**src/rtl/dmem_bridge_pkg.sv**
```systemverilog
// Shared definitions for the data-memory bridge: FSM states, bus size codes
// and the kseg0/kseg1 translation constants.
package dmem_bridge_pkg;

    typedef enum logic [1:0] {
        StIdle = 2'd0,
        StReq  = 2'd1,
        StWait = 2'd2,
        StDone = 2'd3
    } bridge_state_e;

    localparam logic [1:0] SZ_BYTE = 2'd0;
    localparam logic [1:0] SZ_HALF = 2'd1;
    localparam logic [1:0] SZ_WORD = 2'd2;

    // kseg0 (0x8...) and kseg1 (0xA...) share addr[31:30] == 2'b10
    localparam logic [1:0]  KSEG_SEG  = 2'b10;
    localparam logic [31:0] KSEG_MASK = 32'h1FFF_FFFF;

endpackage

```
**src/rtl/dmem_bridge.sv**
```systemverilog
// M-stage data-memory bridge: turns core load/store requests into a
// request/addr_ok/data_ok bus transaction and stalls the pipeline meanwhile.
module dmem_bridge
    import dmem_bridge_pkg::*;
#(
    parameter bit KSEG_XLATE = 1'b1
) (
    input  logic        clk,
    input  logic        rst,
    input  logic        cpu_memread,
    input  logic        cpu_memwrite,
    input  logic [31:0] cpu_addr,
    input  logic [31:0] cpu_wdata,
    input  logic [3:0]  cpu_sel,
    input  logic        cpu_except,
    output logic [31:0] cpu_rdata,
    output logic        cpu_stall,
    output logic        data_req,
    output logic        data_wr,
    output logic [1:0]  data_size,
    output logic [31:0] data_addr,
    output logic [31:0] data_wdata,
    input  logic        data_addr_ok,
    input  logic        data_data_ok,
    input  logic [31:0] data_rdata
);

    bridge_state_e r_state;
    logic          r_req;
    logic          r_wr;
    logic [1:0]    r_size;
    logic [31:0]   r_addr;
    logic [31:0]   r_wdata;
    logic [31:0]   r_rdata;

    logic          w_access;
    logic [1:0]    w_size;
    logic [31:0]   w_vaddr;
    logic [31:0]   w_paddr;

    always_comb begin
        w_access = (cpu_memread | cpu_memwrite) & ~cpu_except
                   & ~(cpu_memwrite & (cpu_sel == 4'b0000));

        w_size = SZ_WORD;
        if (cpu_memwrite) begin
            case (cpu_sel)
                4'b0011, 4'b1100:                   w_size = SZ_HALF;
                4'b0001, 4'b0010, 4'b0100, 4'b1000: w_size = SZ_BYTE;
                default:                            w_size = SZ_WORD;
            endcase
        end

        // Loads always fetch the whole word; the core extracts lanes.
        w_vaddr = cpu_memwrite ? cpu_addr : {cpu_addr[31:2], 2'b00};
        if (KSEG_XLATE && (w_vaddr[31:30] == KSEG_SEG)) begin
            w_paddr = w_vaddr & KSEG_MASK;
        end else begin
            w_paddr = w_vaddr;
        end
    end

    always_ff @(posedge clk or posedge rst) begin
        if (rst) begin
            r_state <= StIdle;
            r_req   <= 1'b0;
            r_wr    <= 1'b0;
            r_size  <= 2'd0;
            r_addr  <= 32'd0;
            r_wdata <= 32'd0;
            r_rdata <= 32'd0;
        end else begin
            case (r_state)
                StIdle: begin
                    if (w_access) begin
                        r_state <= StReq;
                        r_req   <= 1'b1;
                        r_wr    <= cpu_memwrite;
                        r_size  <= w_size;
                        r_addr  <= w_paddr;
                        r_wdata <= cpu_wdata;
                    end
                end
                StReq: begin
                    if (data_addr_ok) begin
                        r_req <= 1'b0;
                        if (data_data_ok) begin
                            r_rdata <= data_rdata;
                            r_state <= StDone;
                        end else begin
                            r_state <= StWait;
                        end
                    end
                end
                StWait: begin
                    if (data_data_ok) begin
                        r_rdata <= data_rdata;
                        r_state <= StDone;
                    end
                end
                StDone:  r_state <= StIdle;
                default: r_state <= StIdle;
            endcase
        end
    end

    // Stall rises combinationally in the issuing IDLE cycle so the M-stage holds.
    assign cpu_stall  = ~rst & ((r_state == StReq) | (r_state == StWait)
                                | ((r_state == StIdle) & w_access));
    assign data_req   = r_req;
    assign data_wr    = r_wr;
    assign data_size  = r_size;
    assign data_addr  = r_addr;
    assign data_wdata = r_wdata;
    assign cpu_rdata  = r_rdata;

endmodule

```
**config.mk**
```make
export PLATFORM = sky130hd
export DESIGN_NAME = dmem_bridge
export DESIGN_NICKNAME = d
export VERILOG_FILES = /design/src/rtl/dmem_bridge_pkg.sv /design/src/rtl/dmem_bridge.sv
export SDC_FILE = /design/constraint.sdc
export NUM_CORES = 1
export LEC_CHECK = 0
export CORE_ASPECT_RATIO = 1.5
export CORE_MARGIN = 2
export CORE_UTILIZATION = 37
export DETAILED_ROUTE_END_ITERATION = 6
export PLACE_DENSITY_LB_ADDON = 0.08
export SETUP_SLACK_MARGIN = 0.4
export SLEW_MARGIN = 20
export SYNTH_ARGS = -nofsm -noshare
export SYNTH_HDL_FRONTEND = slang
export SYNTH_SLANG_ARGS = --single-unit
export TNS_END_PERCENT = 5
```
**constraint.sdc**
```tcl
create_clock -name clk -period 4.44 [get_ports clk]
set_input_delay 0.888 -clock clk [delete_from_list [all_inputs] [get_ports clk]]
set_output_delay 0.888 -clock clk [all_outputs]
set_load 0.05 [all_outputs]
```
==> results.sh <==
export IMPL_asyncSetResetFlopFracSynth=1.00
export IMPL_switching_share=0.467
export IMPL_grt_util_all_layers=0.171
export IMPL_viasPerCell=4.65
export IMPL_ys_types=26
export IMPL_fin_skew_ps=5.22
export IMPL_hold_buffers=0
export IMPL_cellLeakagePower_nw=2.68
export IMPL_die_x_microns=89.3
export IMPL_htree_levels=3
export IMPL_gp_congestion=0.747
export IMPL_ir_worst_vdd_v=0.000429
export IMPL_hpwlAfterDp_microns=7400
export IMPL_die_area_sq_um=11800
export IMPL_slew_viol_final=0
export IMPL_wire_per_inst_microns=16.1
export IMPL_power_frac_seq=0.272
export IMPL_ys_seq_elements=102
export IMPL_cp_required_ps=3550
export IMPL_rsz0062_at_grt="false"
export IMPL_cap_violations=0
export IMPL_drc=0
export IMPL_startpoint_type="primary input"
export IMPL_crit_arrival_ps=2460
export IMPL_synth_area_leaders="dfrtp_1 63%, mux2_2 25%, buf_6 1.7%, mux2_1 1.4%, ha_1 1.2%"
export IMPL_grt_pass1_vias=3110
export IMPL_cts_tree="done"
export IMPL_grt_overflow_total=0
export IMPL_synth_ff_type="dfrtp_1"
export IMPL_p_switching_w=0.00280
export IMPL_setup_tns_ps=0
export IMPL_cts_buffer_depth=2
export IMPL_p_clk_frac=0.131
export IMPL_avgSynthCellArea_sq_um=15.7
export IMPL_fmax_ghz=0.298
export IMPL_antenna_found_initial=0
export IMPL_crit_type="primary input to output port"
export IMPL_io_buffers=207
export IMPL_status="complete, no violations"
export IMPL_yosysSeqAreaShare=0.632
export IMPL_synth_edf_count=0
export IMPL_synthesis_area_sq_um=4040
export IMPL_synth_most_common_cell="dfrtp_1"
export IMPL_synth_top_area_cell="dfrtp_1"
export IMPL_wirelength_microns=9920
export IMPL_initial_core_util=0.381
export IMPL_final_core_utilization=0.617
export IMPL_drtIter0Drc=70
export IMPL_yosysTopAreaCellShare=0.632
export IMPL_hold_path_class="register to register"
export IMPL_drtPass1Iterations=4
export IMPL_via_count=2869
export IMPL_synth_cells=257
export IMPL_fp_row_count=46
export IMPL_clkSinkCount=102
export IMPL_cellPowerDensity_nw_per_um2=918
export IMPL_clk_latency_ps=340
export IMPL_cellInternalPower_w=0.00319
export IMPL_grt_pass1_wl_microns=15500
export IMPL_fill_cells=879
export IMPL_area_growth_pct=61.7
export IMPL_cts_root_buf="clkbuf_16"
export IMPL_ioPinCount=208
export IMPL_syn_nets=368
export IMPL_setup_viol=0
export IMPL_max_slew_margin_rel=0.425
export IMPL_worstMarginPinSlew_ps=863
export IMPL_ys_warnings_count=0
export IMPL_synth_common_cells="102 x dfrtp_1, 89 x mux2_2, 10 x inv_1"
export IMPL_cts_setup_buffers=0
export IMPL_die_y_microns=132
export IMPL_hold_viol=0
export IMPL_clk_pin_slew_ps=70
export IMPL_ant_nets=0
export IMPL_nets=579
export IMPL_comb_power_share=0.597
export IMPL_post_route_min_period_ps=3350
export IMPL_cts_made_buffers=9
export IMPL_power_total_w=0.00600
export IMPL_path_max_fanout=9
export IMPL_coreArea_sq_um=10600
export IMPL_diodes=0
export IMPL_cp_end_kind="output port"
export IMPL_cts_repair_resized=0
export IMPL_fin_crit_sh=0.755
export IMPL_grt_max_degree=73
export IMPL_drive_above_1_share=0.239
-- registers in the layout, summed over array words and instances (netlist names) --
name and flops:
data_wr 1, data_addr 32, data_wdata 32, data_req 1, data_size 2, r_state 2
cpu_rdata 32
-- critical path: stages --
cell	delay, ps
clkdlybuf4s50_1	750
o21bai_4	160
a211oi_4	240
nor2_1	80
nor2_1	180
buf_12	170
-- power by group through the flow --
stage | sequential [W] | clock [W] | combinational [W]
floorplan | 0.00327 | 0 | 0.000765
global placement | 0.00163 | 0 | 0.00358
detailed placement | 0.00166 | 0 | 0.00362
CTS | 0.00164 | 0.000807 | 0.00363
global route | 0.00170 | 0.000843 | 0.00374
finish | 0.00163 | 0.000785 | 0.00358
-- kinds of logic after synthesis --
| kind of cell | after synthesis | share of synthesized area |
|---|---|---|
| AOI/OAI and AO/OA | 18 | 0.0359 |
| adders and majority gates | 4 | 0.0124 |
| buffers and inverters | 21 | 0.0328 |
| DFF | 102 | 0.632 |
| muxes | 94 | 0.262 |
| and+or+nand+nor | 18 | 0.0251 |
-- cell usage in the layout, fill, tap and decap left out, drive strengths merged, types with 4 or more instances in the layout --
cell type and instances:
inv 11, nand3 5, o21ai 6, ha 4, dfrtp 102, clkbuf 11, nor2 6, buf 5
clkdlybuf4s50 206, mux2 94
-- stage by stage --
step	hold slack [ps]	cells	setup WS, ps	instance area, sq um
after global routing	508	617	995	6530
after global placement	474	601	1140	6240
after floorplan	529	257	877	4040
after detailed placement	486	601	1060	6240
final	496	617	1090	6530
after CTS	501	617	1070	6530
-- cell type report --
cell class	instances	area, sq um	share of cell area
sequential	102	2550	0.391
clock inverter	5	58.8	0.00900
timing repair buffer	211	2110	0.323
multi-input combinational	134	1360	0.208
clock buffer	11	233	0.0356
tap	144	180	0.0276
inverter	10	40.0	0.00613
-- final timing paths --
| check | startpoint | end | slack, ps | depth (start not counted) |
|---|---|---|---|---|
| setup / recovery | cpu_memwrite | cpu_stall | 1090 | 6 |
| hold / removal | data_wdata[4] | data_wdata[4] | 500 | 1 |
| setup reg to reg | r_state[1] | data_wdata[26] | 2170 | 6 |
| hold reg to reg | data_wdata[4] | data_wdata[4] | 500 | 1 |
| max in group asynchronous | rst | r_state[0] | 2630 | 3 |
| min in group asynchronous | rst | data_addr[0] | 990 | 2 |
-- layer usage --
layer / GRT usage / wire length (microns)
met4: 0.0564 / 162
met5: 0 / 0
met1: 0.181 / 3600
met3: 0.0664 / 834
met2: 0.302 / 5330
Note: power is estimated with default switching activity, not from simulation.
